File: src/rtl/nncore_pkg.sv
// Shared types for the neuromorphic core datapath.
// Holds the default geometry of a spike encoder and the address-event word
// layout that both the spike encoder and the downstream event router use.
package nncore_pkg;

  localparam int NUM_COLS_DEF = 16;
  localparam int ADDR_W_DEF   = $clog2(NUM_COLS_DEF);
  localparam int TS_W_DEF     = 8;
  localparam int DROP_W_DEF   = 16;

  typedef logic [ADDR_W_DEF-1:0] col_addr_t;
  typedef logic [TS_W_DEF-1:0]   timestep_t;

  // One address-event word: which column fired and in which timestep.
  typedef struct packed {
    col_addr_t addr;
    timestep_t ts;
  } spike_event_t;

endpackage

File: src/rtl/rr_priority_pick.sv
// Combinational request picker.
// Searches req starting at index 'start' (round-robin) or at index 0 (fixed
// priority), wrapping from NUM_COLS-1 back to 0, and returns the first set bit.
// Ports:
//   req         : request vector, one bit per column
//   start       : first index searched when ROUND_ROBIN != 0
//   grant_valid : at least one request is set
//   grant_idx   : index of the selected request (0 when none)
module rr_priority_pick
  import nncore_pkg::*;
#(
  parameter int NUM_COLS    = NUM_COLS_DEF,
  parameter int ROUND_ROBIN = 1,
  parameter int ADDR_W      = $clog2(NUM_COLS)
) (
  input  logic [NUM_COLS-1:0] req,
  input  logic [ADDR_W-1:0]   start,
  output logic                grant_valid,
  output logic [ADDR_W-1:0]   grant_idx
);

  logic [ADDR_W-1:0] base_s;

  // Fixed priority is simply a round-robin search that always starts at 0.
  always_comb begin
    if (ROUND_ROBIN != 0) begin
      base_s = start;
    end else begin
      base_s = '0;
    end
  end

  // Walk the request vector from the base index, first hit wins.
  always_comb begin
    int                idx_v;
    logic [ADDR_W-1:0] idx_a;
    idx_v       = 0;
    idx_a       = '0;
    grant_valid = 1'b0;
    grant_idx   = '0;
    for (int k = 0; k < NUM_COLS; k++) begin
      idx_v = (int'(base_s) + k) % NUM_COLS;
      idx_a = ADDR_W'(idx_v);
      if (!grant_valid && req[idx_a]) begin
        grant_valid = 1'b1;
        grant_idx   = idx_a;
      end else begin
        grant_valid = grant_valid;
      end
    end
  end

endmodule

File: src/rtl/spike_priority_encoder.sv
// Spike priority encoder.
// Captures single-cycle spike pulses from the neuron columns into a pending
// register, tags each with the timestep it arrived in, and serialises them as
// address-event words over a valid/ready handshake toward the event router.
// Ports:
//   main_clk, main_rst_n : clock, asynchronous active-low reset
//   spike_i              : spike pulse per column, sampled every rising edge
//   tick_i               : timestep advance strobe
//   flush_i              : synchronous clear of pending spikes and output word
//   ev_valid_o/ev_ready_i: event handshake
//   ev_addr_o, ev_ts_o   : event column and spike timestep
//   timestep_o           : current timestep counter
//   drop_cnt_o           : saturating count of spikes lost to collisions
//   busy_o               : pending spikes or an event on the output
module spike_priority_encoder
  import nncore_pkg::*;
#(
  parameter int NUM_COLS    = NUM_COLS_DEF,
  parameter int ADDR_W      = $clog2(NUM_COLS),
  parameter int TS_W        = TS_W_DEF,
  parameter int ROUND_ROBIN = 1,
  parameter int DROP_W      = DROP_W_DEF
) (
  input  logic                main_clk,
  input  logic                main_rst_n,
  input  logic [NUM_COLS-1:0] spike_i,
  input  logic                tick_i,
  input  logic                flush_i,
  output logic                ev_valid_o,
  input  logic                ev_ready_i,
  output logic [ADDR_W-1:0]   ev_addr_o,
  output logic [TS_W-1:0]     ev_ts_o,
  output logic [TS_W-1:0]     timestep_o,
  output logic [DROP_W-1:0]   drop_cnt_o,
  output logic                busy_o
);

  localparam int CNT_W = $clog2(NUM_COLS + 1);
  localparam int SUM_W = DROP_W + 1;

  logic [NUM_COLS-1:0] pending_r;
  logic [NUM_COLS-1:0] pending_nxt_s;
  logic [TS_W-1:0]     ts_store_r     [NUM_COLS];
  logic [TS_W-1:0]     ts_store_nxt_s [NUM_COLS];
  logic [ADDR_W-1:0]   rr_ptr_r;
  logic [ADDR_W-1:0]   rr_ptr_nxt_s;
  logic                ev_valid_nxt_s;
  logic [ADDR_W-1:0]   ev_addr_nxt_s;
  logic [TS_W-1:0]     ev_ts_nxt_s;
  logic [TS_W-1:0]     timestep_nxt_s;
  logic [DROP_W-1:0]   drop_nxt_s;
  logic [SUM_W-1:0]    drop_sum_s;
  logic                busy_nxt_s;
  logic                load_s;
  logic                gnt_valid_s;
  logic [ADDR_W-1:0]   gnt_idx_s;
  logic [NUM_COLS-1:0] gnt_vec_s;
  logic [CNT_W-1:0]    coll_cnt_s;

  rr_priority_pick #(
    .NUM_COLS    (NUM_COLS),
    .ROUND_ROBIN (ROUND_ROBIN),
    .ADDR_W      (ADDR_W)
  ) u_pick (
    .req         (pending_r),
    .start       (rr_ptr_r),
    .grant_valid (gnt_valid_s),
    .grant_idx   (gnt_idx_s)
  );

  // The output word may be replaced when it is empty or being accepted now.
  always_comb begin
    load_s = !ev_valid_o || ev_ready_i;
  end

  // One-hot of the column handed to the output register this cycle.
  always_comb begin
    gnt_vec_s = '0;
    if (load_s && gnt_valid_s && !flush_i) begin
      gnt_vec_s[gnt_idx_s] = 1'b1;
    end else begin
      gnt_vec_s = '0;
    end
  end

  // Spike capture: a column being granted this cycle frees its slot, so a
  // same-cycle spike is re-captured rather than counted as a collision.
  always_comb begin
    pending_nxt_s  = pending_r & ~gnt_vec_s;
    ts_store_nxt_s = ts_store_r;
    coll_cnt_s     = '0;
    for (int c = 0; c < NUM_COLS; c++) begin
      if (spike_i[c] && (!pending_r[c] || gnt_vec_s[c])) begin
        pending_nxt_s[c]  = 1'b1;
        ts_store_nxt_s[c] = timestep_o;
      end else if (spike_i[c]) begin
        coll_cnt_s = coll_cnt_s + CNT_W'(1);
      end else begin
        pending_nxt_s[c] = pending_nxt_s[c];
      end
    end
    if (flush_i) begin
      pending_nxt_s = '0;
      coll_cnt_s    = '0;
    end else begin
      pending_nxt_s = pending_nxt_s;
    end
  end

  // Drop counter adds all collisions of the cycle and sticks at all-ones.
  always_comb begin
    drop_sum_s = {1'b0, drop_cnt_o} + SUM_W'(coll_cnt_s);
    if (drop_sum_s[DROP_W]) begin
      drop_nxt_s = '1;
    end else begin
      drop_nxt_s = drop_sum_s[DROP_W-1:0];
    end
  end

  // Output word, arbitration pointer and timestep next-state.
  always_comb begin
    ev_valid_nxt_s = ev_valid_o;
    ev_addr_nxt_s  = ev_addr_o;
    ev_ts_nxt_s    = ev_ts_o;
    rr_ptr_nxt_s   = rr_ptr_r;
    if (flush_i) begin
      ev_valid_nxt_s = 1'b0;
    end else if (load_s && gnt_valid_s) begin
      ev_valid_nxt_s = 1'b1;
      ev_addr_nxt_s  = gnt_idx_s;
      ev_ts_nxt_s    = ts_store_r[gnt_idx_s];
      if (gnt_idx_s == ADDR_W'(NUM_COLS - 1)) begin
        rr_ptr_nxt_s = '0;
      end else begin
        rr_ptr_nxt_s = gnt_idx_s + ADDR_W'(1);
      end
    end else if (load_s) begin
      ev_valid_nxt_s = 1'b0;
    end else begin
      ev_valid_nxt_s = ev_valid_o;
    end
    if (tick_i) begin
      timestep_nxt_s = timestep_o + TS_W'(1);
    end else begin
      timestep_nxt_s = timestep_o;
    end
    busy_nxt_s = (|pending_nxt_s) | ev_valid_nxt_s;
  end

  // State and output registers.
  always_ff @(posedge main_clk or negedge main_rst_n) begin
    if (!main_rst_n) begin
      pending_r  <= '0;
      rr_ptr_r   <= '0;
      ev_valid_o <= 1'b0;
      ev_addr_o  <= '0;
      ev_ts_o    <= '0;
      timestep_o <= '0;
      drop_cnt_o <= '0;
      busy_o     <= 1'b0;
      for (int c = 0; c < NUM_COLS; c++) begin
        ts_store_r[c] <= '0;
      end
    end else begin
      pending_r  <= pending_nxt_s;
      rr_ptr_r   <= rr_ptr_nxt_s;
      ev_valid_o <= ev_valid_nxt_s;
      ev_addr_o  <= ev_addr_nxt_s;
      ev_ts_o    <= ev_ts_nxt_s;
      timestep_o <= timestep_nxt_s;
      drop_cnt_o <= drop_nxt_s;
      busy_o     <= busy_nxt_s;
      for (int c = 0; c < NUM_COLS; c++) begin
        ts_store_r[c] <= ts_store_nxt_s[c];
      end
    end
  end

endmodule

File: config.mk
export PLATFORM = sky130hd
export DESIGN_NAME = spike_priority_encoder
export DESIGN_NICKNAME = d
export VERILOG_FILES = /design/src/rtl/nncore_pkg.sv /design/src/rtl/rr_priority_pick.sv /design/src/rtl/spike_priority_encoder.sv
export SDC_FILE = /design/constraint.sdc
export NUM_CORES = 1
export LEC_CHECK = 0
export CAP_MARGIN = 20
export CORE_ASPECT_RATIO = 1.5
export CORE_MARGIN = 2
export CORE_UTILIZATION = 50
export CTS_CLUSTER_SIZE = 14
export DETAILED_ROUTE_END_ITERATION = 12
export PLACE_DENSITY = 0.8
export SYNTH_ARGS = -nofsm -noshare
export SYNTH_HDL_FRONTEND = slang
export SYNTH_SLANG_ARGS = --single-unit
File: constraint.sdc
create_clock -name main_clk -period 14.8 [get_ports main_clk]
set_input_delay 3.7 -clock main_clk [delete_from_list [all_inputs] [get_ports main_clk]]
set_output_delay 3.7 -clock main_clk [all_outputs]
set_load 0.03 [all_outputs]
Word level (Yosys, flattened, before mapping)
Cells that the tools add are included.
{"block": "totals", "mem_bits_ro": 0, "memories": 0, "out_inout_bits": 38, "latch_bits": 0, "inputBits": 21, "ff_bits": 186, "word_cells": 293, "ram_bits": 0}
{"block": "classes", "n_lt_le_gt_ge": 19, "muxes": 125, "addsub": 33, "n_mul": 0, "bitwise": 5, "reduce_logical": 86, "n_shift": 0, "div": 0, "eq_ne": 1}
{"operator": "2-to-1 mux 5 bit", "count": 31}
{"operator": "< comparator 4 x 5 -> 1 bit, second input constant", "count": 17}
{"operator": "adder 5 x 1 -> 5 bit, second input constant", "count": 15}
{"operator": "2-to-1 mux 4 bit", "count": 17}
{"operator": "binary-select mux 1 bit (select 4 bit)", "count": 16}
{"operator": "2-to-1 mux 1 bit", "count": 54}
{"operator": "2-to-1 mux 16 bit", "count": 3}
{"operator": "logical AND 1 bit", "count": 34}
{"operator": "logical NOT 1 bit", "count": 33}
{"operator": "adder 4 bit, second input constant", "count": 8}
{"operator": "binary-select mux 8 bit (select 4 bit)", "count": 1}
{"operator": "adder 16 x 5 -> 17 bit", "count": 1}
{"operator": "logical OR 1 bit", "count": 17}
{"operator": "adder 4 x 3 -> 4 bit, second input constant", "count": 4}
{"operator": "AND 16 bit", "count": 1}
{"operator": "2-to-1 mux 8 bit", "count": 2}
{"operator": "inverter 16 bit", "count": 1}
{"operator": "OR reduction 16 bit", "count": 1}
{"operator": "adder 4 x 1 -> 4 bit, second input constant", "count": 2}
{"operator": "adder 4 x 2 -> 4 bit, second input constant", "count": 2}
{"operator": "adder 8 x 1 -> 8 bit, second input constant", "count": 1}
{"operator": ">= comparator 5 bit, second input constant", "count": 1}
{"operator": "inverter 4 -> 5 bit", "count": 1}
{"operator": "demux 1 bit (select 4 bit)", "count": 1}
{"operator": "other kinds (5)", "count": 5}

Logic depth before layout (Yosys ltp)
{"block": "depth", "word_depth": 104, "depth_mapped": 75, "ltp_nobuf": 69}

By module
A second synthesis with hierarchy kept.
{"block": "hier_totals", "cells_unflattened": 1205, "hier_area_um2": 13036.3}
{"module": "spike_priority_encoder", "n_inst": 1, "seq_area_each_um2": 4654.5, "area_each_um2": 10563.9, "cells_per_inst": 925}
{"module": "rr_priority_pick", "n_inst": 1, "seq_area_each_um2": 0.0, "area_each_um2": 2472.4, "cells_per_inst": 280}

Worst setup path before layout
No wires, ideal clock.
{"block": "synth_timing", "kind": "reg-to-reg", "startpoint": "register rr_ptr_r[1]", "endpoint": "register drop_cnt_o[13]", "stages_incl_launch_ff": 70, "path_buffers": 7, "arrival_ns": 14.260, "setup_ns": 0.083, "setup_slack_ns": 0.458, "required_time_ns": 14.717, "synth_period_minus_slack_ns": 14.342, "cell_sequence": "dfrtp_1 -> buf_2 -> buf_2 -> inv_1 -> ha_1 -> buf_2 -> clkbuf_1 -> mux4_2 -> nand2_1 -> a21boi_0 -> o21ba_2 -> a22oi_1 -> o211ai_1 -> o22ai_1 -> clkbuf_1 -> clkbuf_1 -> ha_1 -> inv_1 -> (+34 left out) -> nand2_1 -> o21ai_0 -> ha_1 -> mux2_2 -> ha_1 -> mux2i_1 -> or2_2 -> fa_1 -> nor2b_1 -> o21ai_0 -> nand2b_1 -> a21o_1 -> and4_1 -> nand3_1 -> nor2_1 -> nand3_1 -> clkbuf_1 -> o21ai_0"}
{"block": "synth_via", "elab_chain_len": 104, "elab_cells_between_ends": 198, "classes_between": "31 x add/sub; 2 x order compare; 100 x mux; 65 x reduce/logical"}
{"element": "from (decl)", "line": "spike_priority_encoder.sv:45", "text": "logic [ADDR_W-1:0] rr_ptr_r;"}
{"element": "from (signal assigned)", "line": "spike_priority_encoder.sv:166", "text": "rr_ptr_r <= rr_ptr_nxt_s;"}
{"element": "parallel branches: the longest is 52 deep, another holds adder 4 x 1 -> 4 bit"}
{"element": "2-to-1 mux 16 bit *", "line": "spike_priority_encoder.sv:79", "text": "if (load_s && gnt_valid_s && !flush_i) begin"}
{"element": "logical OR 1 bit", "line": "spike_priority_encoder.sv:93", "text": "if (spike_i[c] && (!pending_r[c] || gnt_vec_s[c])) begin"}
{"element": "logical AND 1 bit", "line": "spike_priority_encoder.sv:93"}
{"element": "2-to-1 mux 1 bit", "line": "spike_priority_encoder.sv:93"}
{"element": "adder 5 x 1 -> 5 bit", "line": "spike_priority_encoder.sv:97", "text": "coll_cnt_s = coll_cnt_s + CNT_W'(1);"}
{"element": "2-to-1 mux 5 bit", "line": "spike_priority_encoder.sv:96", "text": "end else if (spike_i[c]) begin"}
{"element": "2-to-1 mux 5 bit", "line": "spike_priority_encoder.sv:93"}
{"element": "(+38 left out)"}
{"element": "2-to-1 mux 5 bit", "line": "spike_priority_encoder.sv:93"}
{"element": "adder 5 x 1 -> 5 bit", "line": "spike_priority_encoder.sv:97"}
{"element": "2-to-1 mux 5 bit", "line": "spike_priority_encoder.sv:96"}
{"element": "2-to-1 mux 5 bit *", "line": "spike_priority_encoder.sv:93"}
{"element": "2-to-1 mux 5 bit *", "line": "spike_priority_encoder.sv:102", "text": "if (flush_i) begin"}
{"element": "adder 16 x 5 -> 17 bit *", "line": "spike_priority_encoder.sv:112", "text": "drop_sum_s = {1'b0, drop_cnt_o} + SUM_W'(coll_cnt_s);"}
{"element": "2-to-1 mux 16 bit *", "line": "spike_priority_encoder.sv:113", "text": "if (drop_sum_s[DROP_W]) begin"}
{"element": "net drop_nxt_s[13]", "line": "spike_priority_encoder.sv:51", "text": "logic [DROP_W-1:0] drop_nxt_s;"}
{"element": "to (signal assigned)", "line": "spike_priority_encoder.sv:171", "text": "drop_cnt_o <= drop_nxt_s;"}
{"element": "to (decl)", "line": "spike_priority_encoder.sv:34", "text": "output logic [DROP_W-1:0] drop_cnt_o,"}
Mark *: on every way through the listed nets, which the timed path passes. The select of a mux whose other input is x is not followed.
A chain may end at the register's enable or synchronous reset.

Worst setup path after layout
{"block": "layout_timing", "startpoint": "input port ev_ready_i", "endpoint": "register drop_cnt_o[15]"}
{"block": "layout_via", "elab_chain_len": 55, "elab_cells_between_ends": 85, "classes_between": "16 x add/sub; 34 x mux; 35 x reduce/logical"}
{"element": "from (decl)", "line": "spike_priority_encoder.sv:30", "text": "input logic ev_ready_i,"}
{"element": "logical OR 1 bit *", "line": "spike_priority_encoder.sv:73", "text": "load_s = !ev_valid_o || ev_ready_i;"}
{"element": "logical AND 1 bit * (2 in series)", "line": "spike_priority_encoder.sv:79"}
{"element": "2-to-1 mux 16 bit *", "line": "spike_priority_encoder.sv:79"}
{"element": "logical OR 1 bit", "line": "spike_priority_encoder.sv:93"}
{"element": "logical AND 1 bit", "line": "spike_priority_encoder.sv:93"}
{"element": "2-to-1 mux 1 bit", "line": "spike_priority_encoder.sv:93"}
{"element": "adder 5 x 1 -> 5 bit", "line": "spike_priority_encoder.sv:97"}
{"element": "2-to-1 mux 5 bit", "line": "spike_priority_encoder.sv:96"}
{"element": "(+39 left out)"}
{"element": "2-to-1 mux 5 bit", "line": "spike_priority_encoder.sv:93"}
{"element": "adder 5 x 1 -> 5 bit", "line": "spike_priority_encoder.sv:97"}
{"element": "2-to-1 mux 5 bit", "line": "spike_priority_encoder.sv:96"}
{"element": "2-to-1 mux 5 bit *", "line": "spike_priority_encoder.sv:93"}
{"element": "2-to-1 mux 5 bit *", "line": "spike_priority_encoder.sv:102"}
{"element": "adder 16 x 5 -> 17 bit *", "line": "spike_priority_encoder.sv:112"}
{"element": "2-to-1 mux 16 bit *", "line": "spike_priority_encoder.sv:113"}
{"element": "net drop_nxt_s[15]", "line": "spike_priority_encoder.sv:51"}
Mark *: on every way through the listed nets, which the timed path passes. The rest lies on a longest branch.

==> flow_summary.yaml <==
sta:
  relSlewSlack_pct: 28.5
  finalSetupTns_ps: 0
  final_hold_viol_count: 0
  worst_pin_slew_ps: 1070
  maxSlewViolCount: 0
  setup_viol: 0
  fin_worst_skew_ps: 10.2
  finalCritPeriodShare_pct: 96.2
  period_minus_slack_ps: 14240
  max_freq_mhz: 70.2
  layout_setup_ws_ps: 555
setup_path:
  critical_path.slowest_cell: "or4_1"
  path_delay_family: "simple AND/OR/NAND/NOR gates"
  crit_top_cell: "ha_1"
  end_kind: "register"
  cp.arrival_ps: 14570
  crit_path_start_kind: "input port"
  cp.required_ps: 15130
  worstPathMaxFanout: 5
  crit_buf_inv: 5
  slowest_delay_ps: 550
  critPathKind: "in -> reg"
global_route:
  grt_first_pass_wirelength_mm: 60.7
  grt_antenna_before_repair: 0
  grt_overflow: 0
  grt_max_degree: 126
  grt_pass1_vias: 11500
  grt_usage_pct: 26.6
die:
  die_area_um2: 28400
  num_rows: 73
  core_um2: 26600
  io_pins: 59
  initial_utilization_pct: 50.9
  die_h_um: 205
  die_width_um: 138
cells_and_area:
  final_common_cell: "nand2_1"
  finish.instance_area_um2: 15200
  layout_common_cells: "nand2_1 (191), dfrtp_1 (186), mux2_2 (154)"
  antenna_cells: 0
  syn_to_final_growth_pct: 12.6
  postLayoutCoreUtil_pct: 57.3
  num-fill-cells: 2170
  nets: 1455
  final_layout_size_suffix_gt1_share_pct: 23.0
status:
  outcome: "complete, no violations"
drt:
  firstDrtPassIters: 5
  ant_nets: 0
  wl_per_cell_um: 21.4
  dr_total_vias: 11200
  drt-initial-drc-count: 849
  drcViolationCount: 0
  viasPerCell: 6.39
  wl_mm: 37.6
cts:
  cts_root_buf: "clkbuf_16"
  clk_latency_ps: 450
  cts_sinks: 186
  cts_tree: "built"
  cts_max_level: 4
  clk_pin_slew_ps: 70
  clk_path_buf_depth: 2
  cts_made_buffers: 17
place:
  place_congestion: 0.983
  pre_cts_ws_ps: -486
  dp_hpwl_mm: 26.4
  portBuffers: 58
  placed_area_um2: 14400
hold_path:
  hp-class: "reg -> reg"
run:
  cap_violations: 0
logic_synthesis:
  ys_ff_latch: 186
  seq_area_frac_synth_pct: 34.4
  synth_edf_count: 0
  synth-warning-count: 0
  synth_nets: 1420
  syn-cell-area_um2: 13500
  synth-main-ff-cell: "dfrtp_1"
  synth_top_cells_by_area: "dfrtp_1 (34%), mux2_2 (13%), mux2i_1 (6.5%), nand2_1 (5.3%), mux4_2 (5.2%)"
  synth_cell_type_count: 100
  syn_inst: 1370
  avgSynthCellArea_um2: 9.87
  yosysTopAreaCellShare_pct: 34.4
  async_flop_share_pct: 100
  yosysTopAreaCell: "dfrtp_1"
[per-layer routing]
metal,GRT usage (%),wire [um]
met1,29.9,14000
met2,47.8,19300
met3,3.96,2080
met4,16.0,2200
met5,0,0
[registers in the layout (all words and copies together), names as in the netlist]
name	flops
rr_ptr_r	4
ev_valid_o	1
pending_r	16
busy_o	1
drop_cnt_o	16
ts_store_r	128
ev_ts_o	8
ev_addr_o	4
timestep_o	8
[repair_timing]
item | 4_1_cts | 5_1_grt
hold buffers | 0 | 0
setup buffers | 0 | 8
pin swaps | 0 | 11
cloned | 0 | 0
resized for setup | 1 | 26
setup endpoints to repair | 13 | 16
[metrics by stage]
step,cells,hold slack [ps]
floorplan,1370,479
global placement,1714,468
detailed placement,1714,478
CTS,1746,495
global route,1755,517
finish,1755,486
[path summary, 6_finish.rpt]
check                             from              end  slack [ps]  cells after the start
setup / recovery            ev_ready_i   drop_cnt_o[15]         560                     55
hold / removal              ev_ts_o[0]       ev_ts_o[0]         490                      2
setup reg to reg           rr_ptr_r[1]   drop_cnt_o[15]         840                     66
hold reg to reg             ev_ts_o[0]       ev_ts_o[0]         490                      2
max in group asynchronous   main_rst_n  ts_store_r[119]       10010                      2
min in group asynchronous   main_rst_n    timestep_o[0]        3400                      1
[worst reg2reg max path: cells and delay by family (launching register included)]
family,cells,cell delay [ps]
mux,5,1540
flops,1,360
compound gates,17,2540
buf+inv,7,690
simple gates,20,3700
fa+ha+maj,13,3540
xor+xnor,4,1480
[synth_stat cells, types with 5 or more instances]
master,count
buf_1,8
xnor2_1,48
mux2i_1,88
dfrtp_1,186
nor4_1,16
a31oi_1,10
ha_1,28
o21ai_0,44
nand2b_1,16
and2_1,14
o31ai_1,5
or2_2,11
o21a_1,6
mux4_2,31
inv_1,31
a21oi_1,42
o2111ai_1,6
nor2_1,69
and3_1,13
clkbuf_1,57
or3_1,5
xor2_1,19
o211ai_1,8
a41oi_1,5
buf_2,15
nand4_1,12
nand3_1,72
o22a_1,5
a211oi_1,11
nand2_1,191
mux2_2,154
nor3_1,8
nor2b_1,10
mux2_1,6
xnor3_1,5
a21o_1,6
[layout make-up]
type                    instances  area, um2  share of cell area, %
multi-input cells            1064       8500                   55.9
flip-flops and latches        186       4650                   30.6
repair buffers                101        927                   6.09
clock buffers                  19        433                   2.84
well taps                     337        422                   2.77
clock inverters                13        150                  0.987
inverters                      35        131                  0.863
[logic make-up after synthesis]
kind of cell	Yosys count	share of synthesized area, %
adders and majority gates	29	2.74
xor gates and xnor gates	77	5.94
buffers and inverters	120	3.69
AOI/OAI and AO/OA	210	11.1
and+or+nand+nor	468	17.0
muxes	280	25.1
DFF	186	34.4
Power is left out: the tool's default activity adds up to more than one toggle a clock period on the data nets, which glitch-free logic cannot reach.
